`src/rtl/lab2_circuitb_serial_decoder.sv`:
```
// Excess-OFFSET decoder: restores an encoded word as (in_data + OFFSET) mod 2^WIDTH
// using a bit-serial adder that runs LSB-first, one bit per clock, with valid/ready handshakes.
module lab2_circuitb_serial_decoder #(
    parameter int               WIDTH  = 3,
    parameter logic [WIDTH-1:0] OFFSET = 3'b010
) (
    input  logic             clk,
    input  logic             rst,
    input  logic             in_valid,
    output logic             in_ready,
    input  logic [WIDTH-1:0] in_data,
    output logic             out_valid,
    input  logic             out_ready,
    output logic [WIDTH-1:0] out_data,
    output logic             out_carry,
    output logic             busy
);
    localparam int CW = $clog2(WIDTH + 1);

    typedef enum logic [1:0] {IDLE, SHIFT, DONE} state_t;

    state_t           state_q, state_d;
    logic [WIDTH-1:0] opnd_q, opnd_d;
    logic [WIDTH-1:0] cnst_q, cnst_d;
    logic [WIDTH-1:0] result_q, result_d;
    logic             carry_q, carry_d;
    logic [CW-1:0]    cnt_q, cnt_d;
    logic [WIDTH-1:0] out_data_q, out_data_d;
    logic             out_carry_q, out_carry_d;

    logic sum_bit;
    logic carry_nxt;

    assign sum_bit   = opnd_q[0] ^ cnst_q[0] ^ carry_q;
    assign carry_nxt = (opnd_q[0] & cnst_q[0]) | (opnd_q[0] & carry_q) | (cnst_q[0] & carry_q);

    always_comb begin
        state_d     = state_q;
        opnd_d      = opnd_q;
        cnst_d      = cnst_q;
        result_d    = result_q;
        carry_d     = carry_q;
        cnt_d       = cnt_q;
        out_data_d  = out_data_q;
        out_carry_d = out_carry_q;
        case (state_q)
            IDLE: begin
                if (in_valid) begin
                    opnd_d  = in_data;
                    cnst_d  = OFFSET;
                    carry_d = 1'b0;
                    cnt_d   = '0;
                    state_d = SHIFT;
                end
            end
            SHIFT: begin
                carry_d  = carry_nxt;
                result_d = {sum_bit, result_q[WIDTH-1:1]};
                opnd_d   = opnd_q >> 1;
                cnst_d   = cnst_q >> 1;
                cnt_d    = cnt_q + CW'(1);
                // Output copy is taken only on the last bit, so a partial sum is never visible.
                if (cnt_q == CW'(WIDTH - 1)) begin
                    cnt_d       = '0;
                    out_data_d  = {sum_bit, result_q[WIDTH-1:1]};
                    out_carry_d = carry_nxt;
                    state_d     = DONE;
                end
            end
            DONE: begin
                if (out_ready) begin
                    state_d = IDLE;
                end
            end
            default: state_d = IDLE;
        endcase
    end

    always_ff @(posedge clk) begin
        if (rst) begin
            state_q     <= IDLE;
            opnd_q      <= '0;
            cnst_q      <= '0;
            result_q    <= '0;
            carry_q     <= 1'b0;
            cnt_q       <= '0;
            out_data_q  <= '0;
            out_carry_q <= 1'b0;
        end else begin
            state_q     <= state_d;
            opnd_q      <= opnd_d;
            cnst_q      <= cnst_d;
            result_q    <= result_d;
            carry_q     <= carry_d;
            cnt_q       <= cnt_d;
            out_data_q  <= out_data_d;
            out_carry_q <= out_carry_d;
        end
    end

    assign in_ready  = (state_q == IDLE);
    assign out_valid = (state_q == DONE);
    assign busy      = (state_q != IDLE);
    assign out_data  = out_data_q;
    assign out_carry = out_carry_q;

endmodule

```
`config.mk`:
```
export PLATFORM = sky130hd
export DESIGN_NAME = lab2_circuitb_serial_decoder
export DESIGN_NICKNAME = d
export VERILOG_FILES = /design/src/rtl/lab2_circuitb_serial_decoder.sv
export SDC_FILE = /design/constraint.sdc
export NUM_CORES = 1
export LEC_CHECK = 0
export ABC_AREA = 1
export BUFFER_PORTS_ARGS = -buffer_cell sky130_fd_sc_hd__buf_2
export CAP_MARGIN = 5
export CORE_MARGIN = 1
export CORE_UTILIZATION = 37
export DETAILED_ROUTE_END_ITERATION = 12
export GPL_ROUTABILITY_DRIVEN = 0
export HOLD_SLACK_MARGIN = 0.1
export PLACE_DENSITY = 0.63
export SETUP_SLACK_MARGIN = 0.05
export SLEW_MARGIN = 10
export SYNTH_ARGS = -nofsm -noshare
export SYNTH_HDL_FRONTEND = slang
export SYNTH_SLANG_ARGS = --single-unit
export TNS_END_PERCENT = 10
```
`constraint.sdc`:
```
create_clock -name clk -period 1.75 [get_ports clk]
set_input_delay 0.525 -clock clk [delete_from_list [all_inputs] [get_ports clk]]
set_output_delay 0.525 -clock clk [all_outputs]
set_load 0.03 [all_outputs]
```
**Yosys cells after proc, flatten, opt, wreduce, memory -nomap -nowiden**

Cells that the tools add are included.

- Output and inout bits: 7
- Input port bits: 7
- Register bits after elaboration: 18
- Logic and storage cells: 41

- $add $sub $neg: 1
- Reduce and logical (&&, ||, !) cells: 6
- Eq/ne operators: 6
- Bitwise logic cells: 7
- Mux-type cells: 13

Operator list:

| operator | count |
|---|---|
| $pmux 3 s2 | 2 |
| $mux 2 | 5 |
| $mux 3 | 2 |
| $pmux 2 s3 | 1 |
| $eq 2x2->1 const B | 2 |
| $ne 2x2->1 const B | 2 |
| $pmux 2 s2 | 1 |
| $reduce_and 2->1 | 2 |
| $reduce_bool 2->1 | 2 |
| $and 1x1->1 | 3 |
| $reduce_and 3->1 | 1 |
| $add 2x1->2 const B | 1 |
| $eq 2x1->1 const B | 1 |
| $logic_not 2->1 | 1 |
| $ne 2x1->1 const B | 1 |
| $or 1x1->1 | 2 |
| $pmux 1 s2 | 1 |
| $xor 1x1->1 | 2 |
| $mux 1 | 1 |

**Depth between registers and ports, before layout**

Gate-level depths: netlist (run 1).

- Word-level depth: 4
- Depth in mapped cells: 6
- Depth with buffers taken out: 6

**Worst setup path after synthesis (run 1)**

OpenSTA, ideal clock, no wires.

- Kind: reg-to-output
- Start point: register state_q[0]
- End point: output busy
- Cell stages (with the launch flop): 3
- Path buffers: 0
- Required time: 1.225 ns
- Slack: 0.244 ns
- Arrival time: 0.981 ns
- Cell sequence: dfxtp_1 nor2_2 inv_1

- Word-level cells in the longest chain between the ends: 1

RTL lines:

| element | line | source |
|---|---|---|
| start, declared | 22 | `state_t state_q, state_d;` |
| start signal, assigned | 90 | `state_q <= state_d;` |
| $reduce_bool 2->1 | 103 | `assign busy = (state_q != IDLE);` |
| end, declared | 16 | `output logic busy` |

Every way passes these cells.

**Final worst setup path (run 1)**

- Start point: register state_q[0]
- End point: output in_ready

- Word-level cells in the longest chain between the ends: 1

RTL lines:

| element | line | source |
|---|---|---|
| $logic_not 2->1 | 101 | `assign in_ready = (state_q == IDLE);` |
| end, declared | 10 | `output logic in_ready,` |

Every way passes these cells.

==> impl_metrics.env, run 1 <==
export IMPL_htreeDepth=1
export IMPL_cp_slowest_cell="dfxtp_1"
export IMPL_drtIter0Drc=15
export IMPL_timing_hold_ws_ps=471
export IMPL_fin_crit_ps=1620
export IMPL_drtPass1Iterations=6
export IMPL_yosysTopAreaCell="dfxtp_1"
export IMPL_rsz0062_at_grt="true"
export IMPL_whs_endpoint="opnd_q[2]"
export IMPL_combPwrFrac_pct=19.0
export IMPL_pwr_share_clk_pct=25.1
export IMPL_crit_arrival_ps=1100
export IMPL_ctsHoldBuffers=0
export IMPL_p_sw_share_pct=29.5
export IMPL_hp_start="opnd_q[2]"
export IMPL_r2r_end="out_data[0]"
export IMPL_cts_tree="done"
export IMPL_p_leak_nw=0.348
export IMPL_start_util_pct=41.3
export IMPL_avgSynthCellArea_sq_um=7.41
export IMPL_synth_async_reset_ratio_pct=0
export IMPL_diodes=0
export IMPL_slew_viol_final=0
export IMPL_yosysSeqAreaShare_pct=49.1
export IMPL_path_buf_inv=1
export IMPL_clock_skew_ps=0.417
export IMPL_drt_wirelength_per_cell_um=10.5
export IMPL_drive_gt1_share_pct=25.2
export IMPL_yosysMostFrequentCell="nand2_1"
export IMPL_grt_overflow_total=0
export IMPL_p_sw_mw=0.215
export IMPL_yosys_warnings=0
export IMPL_setup_tns_final_ps=0
export IMPL_synth_common_cells="nand2_1 (19), dfxtp_1 (16), nor2_1 (14), a21oi_1 (9)"
export IMPL_ff2ff_path_depth=5
export IMPL_crit_path_start_kind="register"
export IMPL_cts_max_path_buffers=2
export IMPL_core_area_sq_um=1580
export IMPL_status="completed"
export IMPL_cts_setup_buffers=0
export IMPL_synthTopCellsByArea="dfxtp_1 (49%), nand2_1 (11%), nor2_1 (8.1%)"
export IMPL_setup_viol=0
export IMPL_root_buffer="clkbuf_4"
export IMPL_ctsResizeCount=0
export IMPL_area_growth_pct=16.1
export IMPL_relSlewSlack_pct=83.0
export IMPL_synth_seq_cells=16
export IMPL_max_slew_worst_pin_slew_ps=254
export IMPL_worstSkewPairLatency_ps=280
export IMPL_viasPerCell=4.76
export IMPL_wirelength_um=1250
export IMPL_hold_violations=0
export IMPL_path_max_fanout=6
export IMPL_grt_antenna_before_repair=0
export IMPL_fmaxAchievable_mhz=616
export IMPL_die_area_sq_um=1930
export IMPL_grt_usage_pct=16.3
export IMPL_fin_cells=119
export IMPL_cts_sinks=16
export IMPL_die_w_um=44.0
export IMPL_min_path_cells=2
export IMPL_nNetsFinal=113
export IMPL_drc=0
export IMPL_r2r_start="state_q[0]"
export IMPL_syn_area_sq_um=652
export IMPL_hold_path_class="register to register"
export IMPL_syn_inst=88
export IMPL_syn_nets=96
export IMPL_portBuffers=13
export IMPL_dp_hpwl_um=939
export IMPL_p_seq_share_pct=56.0
export IMPL_yosysTopAreaCellShare_pct=49.1
export IMPL_drv_cap=0
export IMPL_rrSetupSlack_ps=580
export IMPL_required_ps=1220
export IMPL_numCtsBuffers=3
export IMPL_synth_edf_count=0
export IMPL_min_period_over_period_pct=92.7
export IMPL_ir_worst_vdd_v=0.000584
export IMPL_intPower_mw=0.515
export IMPL_grt_max_degree=11
export IMPL_total_power_mw=0.730
export IMPL_clk_pin_slew_ps=80
export IMPL_p_per_area_nw_per_um2=965
export IMPL_grt_pass1_wl_um=2210
export IMPL_crit_path_max_incr_delay_ps=360
export IMPL_dp_cells=116
export IMPL_worstPathCellList="nor2_2 -> buf_2"
export IMPL_end_kind="primary output"
export IMPL_grt_pass1_vias=517
export IMPL_rows=14
export IMPL_ant_nets=0
export IMPL_path_delay_family="flip-flops"
export IMPL_path_class="register to primary output"
export IMPL_synth_distinct_cells=14
export IMPL_nFillCells=157
export IMPL_pin_count=14
export IMPL_num_vias=566
export IMPL_die_h_um=44.0
export IMPL_synth_flop_cell="dfxtp_1"
-- cell usage in the layout, fill, tap and decap left out --
| cell type | instances |
|---|---|
| a21oi_1 | 9 |
| buf_2 | 13 |
| clkbuf_4 | 3 |
| dfxtp_1 | 15 |
| dfxtp_2 | 1 |
| fa_1 | 1 |
| inv_1 | 6 |
| inv_2 | 4 |
| nand2_1 | 19 |
| nand2_2 | 2 |
| nand3_1 | 6 |
| nor2_1 | 14 |
| nor2_2 | 2 |
| nor2_4 | 1 |
| nor3_1 | 1 |
| o21ai_1 | 6 |
-- through the flow --
stage / utilization [%] / area, sq um / worst slack (ps)
floorplan: - / 652 / 244
global placement: 46.5 / 733 / 431
detailed placement: 46.5 / 733 / 391
CTS: 47.9 / 756 / 75.3
global route: 48.0 / 757 / 32.8
finish: 48.0 / 757 / 127
-- registers in the layout, indices dropped and copies added, names as in the netlist --
name / count
opnd_q: 3
out_data: 3
carry_q: 1
cnst_q: 2
cnt_q: 2
result_q: 2
out_carry: 1
state_q: 2
-- tightest hold or removal path, cell delays in order, from the launching register on --
cell and delay (ps):
dfxtp_1 310, nand2_1 60, a21oi_1 50
-- power groups by stage --
stage	logic, mW	registers, mW	clock network [mW]
6_report	0.139	0.409	0.183
5_1_grt	0.158	0.413	0.210
4_1_cts	0.139	0.408	0.189
3_5_place_dp	0.139	0.417	0
3_3_place_gp	0.138	0.417	0
2_1_floorplan	0.0973	0.420	0
-- metal layers --
layer / track usage, % / wire length [um] / up-vias
met1: 20.6 / 608 / 244
met4: 7.27 / 17 / 0
met5: 0 / 0 / -
met3: 7.50 / 69 / 2
met2: 23.9 / 550 / 13
li1: - / - / 307
-- worst max-delay path by stage --
stage | from | to | slack [ps] | cells after the start
floorplan | state_q[0] | busy | 240 | 2
global placement | state_q[1] | out_valid | 430 | 3
detailed placement | state_q[1] | out_valid | 390 | 3
CTS | state_q[1] | out_valid | 80 | 3
global route | state_q[0] | in_ready | 30 | 2
finish | state_q[0] | in_ready | 130 | 2
-- cell type report --
cell class / count / area [sq um] / area share, %
Clock buffer: 3 / 22.5 / 2.98
Inverter: 10 / 37.5 / 4.96
Multi-Input combinational cell: 61 / 290 / 38.3
Sequential cell: 16 / 322 / 42.5
Timing Repair Buffer: 13 / 65.1 / 8.60
Tap cell: 16 / 20.0 / 2.64
-- logic make-up after synthesis --
logic type               after synthesis  synth area share [%]
adder cells (fa/ha/maj)                1                  3.07
flip-flops                            16                  49.1
AND/OR/NAND/NOR                       45                  29.9
AO/OA/AOI/OAI                         15                  11.5
buffers and inverters                 11                  6.33
Power figures use the tool's default switching activity.
==> run 2: changes to the inputs <==
- RECOVER_POWER: default -> 50
- SETUP_SLACK_MARGIN: 0.05 -> 0.15
==> run 2 against run 1 <==
- clock-buffer cell count unchanged
- setup slack better by 77 ps
- sequential share of layout area down 0.23 points
- non-clock buffer count unchanged
- clock power about the same
- flip-flop and latch count unchanged
- critical path type unchanged
- critical endpoint is now busy
- largest power group unchanged
==> impl_metrics.env, run 2 (same netlist as run 1, synthesis figures left out) <==
export IMPL_fin_crit_ps=1550
export IMPL_drt_wirelength_per_cell_um=10.6
export IMPL_hp_start="opnd_q[2]"
export IMPL_viasPerCell=4.80
export IMPL_worstSkewPairLatency_ps=280
export IMPL_p_per_area_nw_per_um2=949
export IMPL_slew_viol_final=0
export IMPL_cts_setup_buffers=0
export IMPL_r2r_end="out_data[0]"
export IMPL_diodes=0
export IMPL_final_cell_mix="nand2_1 (20), dfxtp_1 (15), nor2_1 (14)"
export IMPL_drtPass1Iterations=6
export IMPL_die_h_um=44.0
export IMPL_die_area_sq_um=1930
export IMPL_pin_count=14
export IMPL_drive_gt1_share_pct=23.3
export IMPL_start_util_pct=41.3
export IMPL_wirelength_um=1260
export IMPL_path_delay_family="flip-flops"
export IMPL_area_growth_pct=17.7
export IMPL_worstPathCellList="nor2_4 -> inv_1 -> buf_2"
export IMPL_portBuffers=13
export IMPL_core_area_sq_um=1580
export IMPL_fmaxAchievable_mhz=647
export IMPL_root_buffer="clkbuf_4"
export IMPL_setup_viol=0
export IMPL_crit_path_max_incr_delay_ps=370
export IMPL_grt_antenna_before_repair=0
export IMPL_clock_skew_ps=2.54
export IMPL_grt_pass1_vias=517
export IMPL_ctsHoldBuffers=0
export IMPL_end_kind="primary output"
export IMPL_rsz0062_at_grt="true"
export IMPL_setup_tns_final_ps=0
export IMPL_required_ps=1220
export IMPL_grt_max_degree=11
export IMPL_grt_pass1_wl_um=2210
export IMPL_relSlewSlack_pct=81.7
export IMPL_cts_tree="done"
export IMPL_rrSetupSlack_ps=510
export IMPL_numCtsBuffers=3
export IMPL_final_common_cell="nand2_1"
export IMPL_path_buf_inv=2
export IMPL_drc=0
export IMPL_whs_endpoint="opnd_q[2]"
export IMPL_num_vias=571
export IMPL_hold_violations=0
export IMPL_min_path_cells=2
export IMPL_ir_worst_vdd_v=0.000585
export IMPL_clk_pin_slew_ps=80
export IMPL_nFillCells=156
export IMPL_cts_sinks=16
export IMPL_path_max_fanout=6
export IMPL_path_class="register to primary output"
export IMPL_hold_path_class="register to register"
export IMPL_nNetsFinal=113
export IMPL_crit_path_start_kind="register"
export IMPL_grt_usage_pct=16.3
export IMPL_rows=14
export IMPL_drv_cap=0
export IMPL_p_leak_nw=0.351
export IMPL_grt_overflow_total=0
export IMPL_max_slew_worst_pin_slew_ps=273
export IMPL_ff2ff_path_depth=5
export IMPL_drtIter0Drc=7
export IMPL_cts_max_path_buffers=2
export IMPL_cp_slowest_cell="dfxtp_4"
export IMPL_r2r_start="state_q[0]"
export IMPL_die_w_um=44.0
export IMPL_crit_arrival_ps=1020
export IMPL_total_power_mw=0.728
export IMPL_dp_hpwl_um=939
export IMPL_min_period_over_period_pct=88.3
export IMPL_htreeDepth=1
export IMPL_ant_nets=0
export IMPL_status="completed"
run 2: cell counts in the layout (fill, tap and decap cells not counted):
No cell type changed its count.
run 2: worst min-delay path, delay by kind of cell (launching register included):
kind | cells | cell delay [ps]
AOI/OAI and AO/OA | 1 | 60
DFF | 1 | 310
and+or+nand+nor | 1 | 60
run 2: where the power goes:
| group | leakage, nW | switching (mW) | internal [mW] | total, mW |
|---|---|---|---|---|
| sequential | 0.131 | 0.0194 | 0.389 | 0.408 |
| clock | 0.0138 | 0.101 | 0.0798 | 0.181 |
| combinational | 0.206 | 0.0926 | 0.0460 | 0.139 |
run 2: layer usage:
metal | track usage, % | wire, um | share of wire, % | vias to the layer above
li1 | - | - | - | 309
met1 | 20.6 | 634 | 50 | 252
met2 | 23.9 | 556 | 44 | 8
met3 | 7.50 | 48 | 3.8 | 2
met4 | 7.27 | 17 | 1.4 | 0
met5 | 0 | 0 | 0 | -
run 2: how the worst max path moves through the flow:
stage / end / startpoint / depth (start not counted) / slack, ps
after floorplan: busy / state_q[0] / 2 / 240
after global placement: out_valid / state_q[1] / 3 / 430
after detailed placement: out_valid / state_q[1] / 3 / 390
after CTS: out_valid / state_q[1] / 3 / 130
after global routing: busy / state_q[1] / 3 / 130
final: busy / state_q[1] / 3 / 200
run 2: repair_timing:
action                                  in CTS  in global routing
endpoints found under the setup margin       3                  3
resized for setup                            3                  5
pin swaps                                    0                  1
run 2: per-stage QoR:
stage                     area (sq um)  cells  hold WS (ps)  setup WS (ps)  util, %
after CTS                          764    119           470            127     48.5
after detailed placement           733    116           458            391     46.5
after floorplan                    652     88           439            244        -
after global routing               767    119           487            133     48.7
final                              767    119           471            204     48.7
after global placement             733    116           448            431     46.5
run 2: final cells by class:
class                           count  area [sq um]  share of cell area, %
Multi-Input combinational cell     61           293                   38.2
Inverter                           10          37.5                   4.89
Clock buffer                        3          22.5                   2.94
Timing Repair Buffer               13          70.1                   9.14
Sequential cell                    16           324                   42.3
Tap cell                           16          20.0                   2.61
